$ cat src/rtl/count_event_gen.sv
// Threshold compare / event generator fed by an external counter's count_value.
// Produces a registered waveform, per-period event pulse and a divided sticky interrupt.
module count_event_gen #(
  parameter int WIDTH = 10,
  parameter int EVW   = 8
) (
  input  logic             clk,
  input  logic             sreset_n,
  input  logic             clken,
  input  logic [WIDTH-1:0] count_value,
  input  logic             start,
  input  logic             stop,
  input  logic             one_shot,
  input  logic [WIDTH-1:0] on_value,
  input  logic [WIDTH-1:0] off_value,
  input  logic [WIDTH-1:0] period_value,
  input  logic             upd_req,
  input  logic [EVW-1:0]   evt_div,
  input  logic             irq_clr,
  output logic             wave_out,
  output logic             period_evt,
  output logic             irq_status,
  output logic             upd_pend,
  output logic             busy
);

  typedef enum logic [1:0] {IDLE, ARMED, RUN, DONE} state_t;

  state_t           state;
  logic [WIDTH-1:0] on_act, off_act, period_act;
  logic [EVW-1:0]   evt_cnt;
  logic             m_on, m_off, m_per;
  logic [EVW:0]     evt_inc, div_eff;

  // A stalled counter (clken low) must not re-trigger on a held value.
  always_comb begin
    m_on    = clken && (count_value == on_act);
    m_off   = clken && (count_value == off_act);
    m_per   = clken && (count_value == period_act);
    evt_inc = {1'b0, evt_cnt} + 1'b1;
    div_eff = (evt_div == '0) ? {{EVW{1'b0}}, 1'b1} : {1'b0, evt_div};
  end

  always_ff @(posedge clk) begin
    if (!sreset_n) begin
      state      <= IDLE;
      on_act     <= '0;
      off_act    <= '0;
      period_act <= '0;
      evt_cnt    <= '0;
      wave_out   <= 1'b0;
      period_evt <= 1'b0;
      irq_status <= 1'b0;
      upd_pend   <= 1'b0;
      busy       <= 1'b0;
    end else begin
      period_evt <= 1'b0;
      if (upd_req) upd_pend   <= 1'b1;
      if (irq_clr) irq_status <= 1'b0;
      if (stop) begin
        state    <= IDLE;
        wave_out <= 1'b0;
        busy     <= 1'b0;
        evt_cnt  <= '0;
      end else begin
        case (state)
          IDLE, DONE: begin
            if (start) begin
              state      <= ARMED;
              busy       <= 1'b1;
              on_act     <= on_value;
              off_act    <= off_value;
              period_act <= period_value;
              upd_pend   <= 1'b0;
            end
          end
          ARMED: begin
            if (m_per) state <= RUN;
          end
          RUN: begin
            // Clear wins when on and off coincide.
            if (m_off)     wave_out <= 1'b0;
            else if (m_on) wave_out <= 1'b1;
            if (m_per) begin
              period_evt <= 1'b1;
              // Later assignment keeps irq set ahead of a same-cycle irq_clr.
              if (evt_inc >= div_eff) begin
                evt_cnt    <= '0;
                irq_status <= 1'b1;
              end else begin
                evt_cnt <= evt_inc[EVW-1:0];
              end
              if (upd_pend) begin
                on_act     <= on_value;
                off_act    <= off_value;
                period_act <= period_value;
                upd_pend   <= 1'b0;
              end
              if (one_shot) begin
                state    <= DONE;
                busy     <= 1'b0;
                wave_out <= 1'b0;
              end
            end
          end
          default: state <= IDLE;
        endcase
      end
    end
  end

endmodule
$ cat config.mk
export PLATFORM = sky130hd
export DESIGN_NAME = count_event_gen
export DESIGN_NICKNAME = d
export VERILOG_FILES = /design/src/rtl/count_event_gen.sv
export SDC_FILE = /design/constraint.sdc
export NUM_CORES = 1
export LEC_CHECK = 0
export ABC_CLOCK_PERIOD_IN_PS = 3600
export CORE_MARGIN = 4
export CORE_UTILIZATION = 51
export DETAILED_ROUTE_END_ITERATION = 6
export PLACE_DENSITY = 0.8
export SLEW_MARGIN = 20
export SYNTH_ARGS = -nofsm -noshare
export SYNTH_HDL_FRONTEND = slang
export SYNTH_SLANG_ARGS = --single-unit
$ cat constraint.sdc
create_clock -name clk -period 3.6 [get_ports clk]
set_input_delay 0.72 -clock clk [delete_from_list [all_inputs] [get_ports clk]]
set_output_delay 0.72 -clock clk [all_outputs]
set_load 0.01 [all_outputs]
## Word level (Yosys, flattened, before mapping)

Cells that the tools add are included.

- Logic and storage cells: 78
- Register bits after elaboration: 45
- Input bits: 56
- Output and inout bits: 5

- Multiplexer cells: 39
- Reduce and logical (&&, ||, !) cells: 13
- $add $sub $neg: 1
- Eq/ne operators: 11
- $lt $le $gt $ge: 1
- Bitwise gates (word level): 3

Operators with widths:

| cell | number |
|---|---|
| $mux W10 | 9 |
| $pmux W10 S2 | 3 |
| $eq A10 B10 Y1 | 3 |
| $mux W1 | 18 |
| $mux W8 | 2 |
| $ne A2 B2 Y1 const B | 5 |
| $add A8 B1 Y9 const B | 1 |
| $ge A9 B8 Y1 | 1 |
| $logic_not A8 Y1 | 1 |
| $mux W2 | 4 |
| $reduce_and A4 Y1 | 2 |
| $pmux W2 S3 | 1 |
| $reduce_and A5 Y1 | 1 |
| $eq A2 B2 Y1 const B | 2 |
| $pmux W1 S2 | 2 |
| $reduce_or A2 Y1 | 2 |
| $logic_and A1 B1 Y1 | 3 |
| $not A1 Y1 | 3 |
| $reduce_or A3 Y1 | 1 |
| $eq A2 B1 Y1 const B | 1 |
| $logic_not A2 Y1 | 1 |
| $reduce_and A2 Y1 | 1 |
| $reduce_bool A2 Y1 | 1 |

## Depth between registers and ports, before layout

Gate-level depths: netlist of run 1.

- Word-level depth: 7
- Depth in mapped cells: 11
- Mapped depth without buffers: 11

## Worst setup path before layout of run 1

OpenSTA, ideal clock, no wires.

- Path kind: register -> register
- From: register evt_cnt[0]
- To: register evt_cnt[5]
- Data required time: 3.520 ns
- Cell stages (with the launch flop): 11
- Path slack: 0.999 ns
- Setup time: 0.080 ns
- Path buffers: 0
- Period minus slack after synthesis: 2.601 ns
- Arrival time: 2.521 ns
- Path through: dfxtp_1 ha_1 nand3_1 or3_1 nand2b_1 ha_1 a21o_1 a221o_1 a31oi_1 o211ai_1 o211ai_1

- Cells in the longest elaborated chain, start to end: 3

RTL lines:

| item | RTL line | source |
|---|---|---|
| start, declared | 31 | `logic [EVW-1:0] evt_cnt;` |
| start signal, assigned | 91 | `evt_cnt <= evt_inc[EVW-1:0];` |
| $add A8 B1 Y9 * | 40 | `evt_inc = {1'b0, evt_cnt} + 1'b1;` |
| $ge A9 B8 Y1 | 87 | `if (evt_inc >= div_eff) begin` |
| $mux W8 * | 87 |  |

Every way passes the cells marked *; elsewhere a longest branch is shown, timed or not.
A chain may end at the register's enable or synchronous reset.

## Worst setup path after layout of run 1

Ends and elaborated chain as after synthesis.

==> flow_summary_export.csv, run 1 <==
group,metric,value,unit
cts,htreeDepth,2,
synth,yosysMostFrequentCell,"dfxtp_1",
cells_and_area,fin_nets,436,
setup_path,path_cells,"ha_1, nand3_1, nor2_1, nor2b_1, nand2b_1, ha_1, a21o_1, a221o_1, a31oi_1, o211ai_1, o211ai_1",
synth,synthTopCellsByCount,"dfxtp_1, nand3_1, o21ai_1",
floorplanning,ios,61,
synth,synthTopCellsByArea,"dfxtp_1, nand3_1, a21boi_2, xor2_1, ha_1",
sta,slew_violations,0,
floorplanning,core-area,5200,um2
floorplanning,die-area,6690,um2
placement,postPlaceCellArea,3360,um2
sta,fin_setup_tns,0,ps
setup_path,rr_worst_depth,11,
setup_path,rr_endpoint,"evt_cnt[5]",
synth,ys_ff_latch,45,
sta,rsz0062_at_grt,"no",
cts,post_cts.repair.setup_buffers,0,
synth,async_reset_ff_share,0,%
cts,cts_hold_buf,0,
cells_and_area,drive_gt1_share,9.21,%
synth,synth.net_count,385,
cts,cts_buffers,5,
synth,seq_area_frac_synth,32.4,%
sta,tightest_slew,1110,ps
floorplanning,floorplan.initialDensity,53.4,%
setup_path,cp-start-kind,"register",
synth,syn_inst,317,
floorplanning,num_rows,26,
placement,port_buffers,60,
sta,finalClockSkew,7.69,ps
synth,avgSynthCellArea,8.77,um2
setup_path,crit_type,"register to register",
cts,cts.reportedPaths.clkPinSlew,90,ps
setup_path,slowest_delay,440,ps
setup_path,crit_buf_inv,0,
global_routing,grt_overflow,0,
setup_path,cp-end-kind,"register",
cts,clockBufferDepth,2,
routing,wirelength,6570,um
sta,maxSlewHeadroom,25.9,%
synth,synth-compound-area-share,26.1,%
global_routing,grt_max_degree,32,
setup_path,crit_slowest_cell,"dfxtp_1",
worst_hold_path,hp-start,"on_act[1]",
synth,netlist_area,2780,um2
placement,gp_congestion,0.923,
worst_hold_path,min_path_cells,2,
routing,wl_per_cell,15.0,um
synth,synthAdderAreaFrac,5.40,%
synth,synth-main-ff-cell,"dfxtp_1",
routing,drtIter0Drc,162,
synth,yosysTopAreaCellShare,32.4,%
synth,yosys.area.top_type,"dfxtp_1",
routing,drtAntennaViolNets,0,
routing,vias,2499,
placement,dp_hpwl,5000,um
setup_path,regToRegStartpoint,"evt_cnt[0]",
cts,insertion_delay,300,ps
setup_path,rrSetupSlack,550,ps
sta,fin_crit,3050,ps
setup_path,critPathTopFamily,"compound AO/OA/AOI/OAI gates",
cts,root_buffer,"clkbuf_8",
cells_and_area,nFillCells,447,
synth,synth_mux_area_share,0.360,%
cts,numClockSinks,45,
global_routing,grt_pass1_wl,10800,um
worst_hold_path,min_to,"on_act[1]",
floorplanning,die_y,81.8,um
cells_and_area,diodes,0,
routing,vias_per_cell,5.69,
synth,yosysWarnings,0,
sta,period_share,84.8,%
global_routing,first_global_vias,2355,
setup_path,worstPathRequired,3830,ps
synth,synthSimpleGateAreaFrac,17.9,%
setup_path,arrival,3280,ps
pwr,leakagePower,1.33,nW
run,drv_cap,0,
outcome,status,"finished, final reports clean",
global_routing,grtUsageTotal,20.9,%
synth,synth_xor_xnor_area_share,10.7,%
synth,synth_top_family_by_area,"compound AO/OA/AOI/OAI gates",
floorplanning,die_x,81.8,um
sta,timing.fmax,327,MHz
worst_hold_path,hold_path.class,"register to register",
pwr,power_density,354,nW/um2
setup_path,worst-path-max-fanout,7,
cells_and_area,area_growth,25.0,%
sta,finalHoldViolations,0,
cells_and_area,stdcell_area,3470,um2
cts,cts_tree,"done",
global_routing,grt_antenna_before_repair,0,
cts,cts.repair.resized,0,
synth,synth_edf_count,0,
synth,synth_cell_types,44,
routing,drc,0,
routing,drt_first_pass_iters,5,
pwr,vdd_ir_drop_max,0.000227,V
sta,setup_viol,0,
==> routing by layer <==
metal | vias to the layer above | routed length [um] | GRT usage, %
li1 | 1249 | - | -
met1 | 1158 | 2870 | 27.2
met2 | 85 | 3200 | 34.9
met3 | 7 | 431 | 4.50
met4 | 0 | 72 | 5.65
met5 | - | 0 | 0
==> sequential cells by signal, summed over array words and instances (netlist names) <==
register    cells
period_evt      1
on_act         10
evt_cnt         8
off_act        10
state           2
irq_status      1
wave_out        1
upd_pend        1
period_act     10
busy            1
==> area by class of cell <==
cell class,count,area (um2),share of cell area [%]
inverters,16,60.1,1.73
clock buffers,7,86.3,2.49
repair buffers,63,623,17.9
flip-flops and latches,45,901,25.9
clock inverters,1,30.0,0.865
multi-input cells,237,1690,48.5
well taps,70,87.6,2.52
==> per-stage QoR <==
step | total power, mW | cells | hold WS (ps) | setup WS (ps) | utilization (%)
after CTS | 1.24 | 439 | 488 | 570 | 66.7
after global placement | 0.838 | 431 | 472 | 495 | 64.5
after global routing | 1.29 | 439 | 507 | 232 | 66.7
after detailed placement | 0.845 | 431 | 473 | 447 | 64.5
final | 1.23 | 439 | 492 | 547 | 66.7
after floorplan | 0.743 | 317 | 458 | 999 | -
==> worst max path at each step <==
stage               startpoint          to  slack [ps]  cells after the start
floorplan           evt_cnt[0]  evt_cnt[5]        1000                     10
global placement    evt_div[4]  evt_cnt[5]         500                      9
detailed placement  evt_div[4]  evt_cnt[5]         450                      9
CTS                 evt_cnt[0]  evt_cnt[5]         570                     11
global route        evt_cnt[0]  evt_cnt[6]         230                     11
finish              evt_cnt[0]  evt_cnt[5]         550                     11
==> cells in the final DEF (no fill, tap or decap), types with 2 or more instances in the layout <==
| cell | instances |
|---|---|
| a21boi_1 | 13 |
| a21boi_2 | 17 |
| a21o_1 | 4 |
| a21oi_1 | 5 |
| a31oi_1 | 3 |
| and3_1 | 3 |
| buf_4 | 3 |
| clkbuf_8 | 6 |
| clkdlybuf4s50_1 | 60 |
| dfxtp_1 | 45 |
| ha_1 | 12 |
| inv_1 | 16 |
| nand2_1 | 7 |
| nand2b_1 | 6 |
| nand3_1 | 42 |
| nand4_1 | 5 |
| nor2_1 | 9 |
| nor2b_1 | 4 |
| nor3_1 | 3 |
| nor4_1 | 6 |
| o2111ai_1 | 3 |
| o211ai_1 | 5 |
| o21ai_0 | 7 |
| o21ai_1 | 29 |
| o31ai_1 | 2 |
| or3_1 | 3 |
| xnor2_1 | 15 |
| xor2_1 | 19 |
==> kinds of logic (layout without fill, tap and decap cells) <==
kind of cell	Yosys count	in the layout
AND/OR/NAND/NOR	93	93
multiplexers	1	1
buffers and inverters	35	87
XOR/XNOR	34	34
flip-flops	45	45
adder cells (fa/ha/maj)	12	12
AO/OA/AOI/OAI	97	97
==> power breakdown <==
group          leakage, nW  total, mW  internal (mW)  switching [mW]
registers            0.367      0.553          0.529          0.0239
clock network       0.0585      0.396          0.226           0.170
logic                0.908      0.281          0.138           0.143
==> worst min-delay path, cell delays in order (launching register included) <==
cell and delay (ps):
dfxtp_1 340, o21ai_2 70, a21boi_2 50
No activity file was read; power rests on OpenSTA's default activity.
==> run 2: changes to the inputs <==
ABC_CLOCK_PERIOD_IN_PS = 3100   (was 3600)
clock period = 3.1 ns   (was 3.6 ns; I/O delays follow)
==> flow_summary_export.csv, run 2 (synthesis results as in run 1) <==
group,metric,value,unit
outcome,status,"finished, final reports clean",
sta,tightest_slew,910,ps
pwr,leakagePower,1.36,nW
cells_and_area,stdcell_area,3530,um2
setup_path,path_cells,"ha_1, nand3_1, nor2_2, nor2b_1, nand2b_1, ha_1, a21o_1, a221o_1, a31oi_2, o211ai_1, buf_4, o21ai_0",
sta,slew_violations,0,
sta,period_share,94.5,%
cells_and_area,fin_nets,442,
routing,wl_per_cell,15.6,um
global_routing,grt_pass1_wl,11000,um
pwr,power_density,404,nW/um2
setup_path,worst-path-max-fanout,7,
routing,vias,2518,
routing,drtIter0Drc,130,
sta,fin_crit,2930,ps
routing,vias_per_cell,5.66,
pwr,vdd_ir_drop_max,0.000269,V
floorplanning,die-area,6690,um2
floorplanning,floorplan.initialDensity,53.4,%
setup_path,crit_type,"register to register",
placement,postPlaceCellArea,3410,um2
pwr,power,1.43,mW
cts,cts_tree,"done",
routing,drc,0,
global_routing,first_global_vias,2476,
placement,dp.cells,436,
cells_and_area,final_cells,445,
routing,drt_first_pass_iters,4,
setup_path,rr_endpoint,"evt_cnt[4]",
global_routing,grt_max_degree,32,
sta,finalClockSkew,7.05,ps
cells_and_area,area_growth,27.2,%
placement,gp_congestion,0.887,
floorplanning,num_rows,26,
cts,root_buffer,"clkbuf_8",
cts,htreeDepth,2,
global_routing,grtUsageTotal,21.1,%
routing,drtAntennaViolNets,0,
routing,wirelength,6920,um
setup_path,critPathTopFamily,"compound AO/OA/AOI/OAI gates",
cts,clockBufferDepth,2,
global_routing,grt_antenna_before_repair,0,
setup_path,rrSetupSlack,170,ps
sta,fin_setup_tns,0,ps
setup_path,cp-start-kind,"register",
setup_path,worstPathRequired,3320,ps
sta,maxSlewHeadroom,39.2,%
sta,finalHoldViolations,0,
sta,timing.fmax,341,MHz
cells_and_area,layout_commonest_cell,"clkdlybuf4s50_1",
setup_path,regToRegStartpoint,"evt_cnt[1]",
cells_and_area,drive_gt1_share,11.2,%
setup_path,arrival,3150,ps
cells_and_area,diodes,0,
run,drv_cap,0,
placement,dp_hpwl,5240,um
floorplanning,die_y,81.8,um
setup_path,crit_top_cell,"ha_1",
sta,setup_viol,0,
cells_and_area,top_regs,"off_act (10), on_act (10), period_act (10)",
setup_path,cp-end-kind,"register",
cells_and_area,fin_util,67.9,%
sta,whs,490,ps
floorplanning,die_x,81.8,um
worst_hold_path,hp-start,"on_act[1]",
placement,port_buffers,60,
cts,cts_buffers,5,
global_routing,grt_overflow,0,
floorplanning,core-area,5200,um2
placement,post-place-ws,75.1,ps
cts,insertion_delay,310,ps
sta,setup_slack,170,ps
setup_path,slowest_delay,390,ps
setup_path,crit_slowest_cell,"a221o_1",
setup_path,crit_buf_inv,1,
cts,numClockSinks,45,
cts,cts.reportedPaths.clkPinSlew,80,ps
setup_path,rr_worst_depth,12,
cells_and_area,mostFrequentLayoutCells,"clkdlybuf4s50_1, dfxtp_1, nand3_1",
worst_hold_path,min_to,"on_act[1]",
worst_hold_path,hold_path.class,"register to register",
worst_hold_path,min_path_cells,2,
floorplanning,ios,61,
==> run 2: worst max-delay path by stage <==
stage	from	end	slack, ps	cells past startpoint
finish	evt_cnt[1]	evt_cnt[4]	170	12
floorplan	evt_cnt[0]	evt_cnt[5]	500	10
global placement	evt_div[4]	evt_cnt[5]	180	9
CTS	evt_cnt[1]	evt_cnt[5]	50	11
global route	evt_cnt[1]	evt_cnt[4]	-70	12
detailed placement	evt_div[5]	evt_cnt[7]	80	9
==> run 2: worst reg2reg max path: stages (launching register included) <==
cell and delay (ps):
dfxtp_1 380, ha_1 220, nand3_1 160, nor2_2 220, nor2b_1 90, nand2b_1 150, ha_1 310, a21o_1 180
a221o_1 390, a31oi_2 250, o211ai_1 130, buf_4 180, o21ai_0 190
==> run 2: layer usage <==
metal,GRT usage [%],share of wire (%),vias up
met3,5.15,6.5,9
li1,-,-,1262
met5,0,0,-
met1,25.3,43,1170
met2,38.0,49,77
met4,4.32,1.0,0
==> run 2: where the power goes <==
group          total (mW)  internal (mW)  switching, mW
clock network       0.452          0.242          0.210
logic               0.334          0.166          0.168
registers           0.643          0.614         0.0281
==> run 2: area by class of cell <==
type | instances | area (um2)
clock inverters | 2 | 38.8
fillers | 453 | 1670
clock buffers | 6 | 72.6
well taps | 70 | 87.6
multi-input cells | 237 | 1690
inverters | 16 | 60.1
repair buffers | 69 | 681
flip-flops and latches | 45 | 901
==> run 2: what timing repair did <==
| item | CTS | global route |
|---|---|---|
| buffers inserted | 0 | 1 |
| endpoints found under the setup margin | 0 | 7 |
| hold buffers | 0 | 0 |
| gates resized for setup | 0 | 2 |
==> run 3: changes to the inputs <==
PLACE_DENSITY = not set   (was 0.8)
PLACE_DENSITY_LB_ADDON = 0.1   (was not set)
==> flow_summary_export.csv, run 3 (synthesis results as in run 1) <==
group,metric,value,unit
floorplanning,ios,61,
cts,cts_buffers,5,
global_routing,grtUsageTotal,20.1,%
cells_and_area,multi_input_area,1690,um2
routing,vias,2474,
placement,dp_hpwl,5090,um
pwr,power,1.33,mW
global_routing,first_global_vias,2277,
cts,root_buffer,"clkbuf_8",
placement,port_buffers,60,
cells_and_area,fin_util,67.1,%
cts,htreeDepth,2,
routing,wl_per_cell,15.0,um
floorplanning,floorplan.initialDensity,53.4,%
cells_and_area,mostFrequentLayoutCells,"clkdlybuf4s50_1, dfxtp_1, nand3_1",
cells_and_area,layout_commonest_cell,"clkdlybuf4s50_1",
floorplanning,core-area,5200,um2
routing,drc,0,
cells_and_area,fin_nets,441,
sta,fin_setup_tns,0,ps
cells_and_area,area_growth,25.7,%
routing,drt_first_pass_iters,5,
cts,cts_hold_buf,0,
sta,fin_crit,2860,ps
setup_path,arrival,3080,ps
cells_and_area,drive_gt1_share,10.7,%
placement,dp.cells,436,
sta,tightest_slew,880,ps
sta,period_share,92.4,%
global_routing,grt_antenna_before_repair,0,
global_routing,grt_max_degree,31,
outcome,status,"finished, final reports clean",
worst_hold_path,hold_path.class,"register to register",
floorplanning,num_rows,26,
cts,clockBufferDepth,2,
pwr,vdd_ir_drop_max,0.000254,V
routing,wirelength,6650,um
cts,post_cts.repair.setup_buffers,0,
routing,drtIter0Drc,114,
sta,finalHoldViolations,0,
floorplanning,die-area,6690,um2
cts,insertion_delay,300,ps
cells_and_area,diodes,0,
setup_path,cp-start-kind,"register",
pwr,leakagePower,1.35,nW
global_routing,grt_overflow,0,
setup_path,cp-end-kind,"register",
routing,vias_per_cell,5.57,
setup_path,worst-path-max-fanout,7,
pwr,power_density,382,nW/um2
cells_and_area,top_regs,"off_act (10), on_act (10), period_act (10)",
sta,setup_viol,0,
cells_and_area,regArea,901,um2
global_routing,grt_pass1_wl,10500,um
placement,gp_congestion,0.897,
floorplanning,die_y,81.8,um
setup_path,crit_type,"register to register",
sta,finalClockSkew,9.48,ps
sta,timing.fmax,349,MHz
sta,slew_violations,0,
run,drv_cap,0,
routing,drtAntennaViolNets,0,
sta,rsz0062_at_grt,"no",
cts,cts.repair.resized,0,
cts,cts.reportedPaths.clkPinSlew,90,ps
setup_path,worstPathRequired,3320,ps
sta,maxSlewHeadroom,41.2,%
cells_and_area,final_cells,444,
cts,cts_tree,"done",
floorplanning,die_x,81.8,um
cts,numClockSinks,45,
cells_and_area,nFillCells,454,
-- run 3: worst max-delay path, cell delays in order, from the launching register on --
cell and delay (ps):
dfxtp_1 380, ha_1 230, nand3_1 160, nor2_1 210
nor2b_1 90, nand2b_1 160, ha_1 310, a21o_1 180
a221o_1 360, a31oi_1 230, o211ai_1 260, o21ai_0 220
-- run 3: area by class of cell --
type / instances / share of cell area (%)
clock buffer: 5 / 1.97
clock inverter: 3 / 0.501
inverter: 16 / 1.72
multi-input combinational: 237 / 48.2
sequential: 45 / 25.8
tap: 70 / 2.51
timing repair buffer: 68 / 19.3
-- run 3: path summary, 6_finish.rpt --
path | startpoint | to | slack, ps | depth (start not counted)
min | on_act[1] | on_act[1] | 490 | 2
max | evt_cnt[1] | evt_cnt[1] | 240 | 11
min reg2reg | on_act[1] | on_act[1] | 490 | 2
max reg2reg | evt_cnt[1] | evt_cnt[1] | 240 | 11
-- run 3: power by group --
| group | internal (mW) | switching (mW) | total [mW] |
|---|---|---|---|
| Clock | 0.156 | 0.204 | 0.360 |
| Combinational | 0.165 | 0.167 | 0.332 |
| Sequential | 0.614 | 0.0282 | 0.643 |
| Total | 0.935 | 0.399 | 1.33 |
-- run 3: metrics by stage --
stage	instance area [um2]	hold slack, ps	worst slack [ps]
detailed placement	3410	472	239
finish	3490	486	236
floorplan	2780	458	499
global route	3490	502	54.0
global placement	3410	471	276
CTS	3490	485	256
-- run 3: per-layer routing --
layer	up-vias	track usage (%)	wire, um
li1	1256	-	-
met1	1162	25.3	2970
met2	47	35.3	3340
met3	9	3.73	277
met4	0	4.65	70
met5	-	0	0
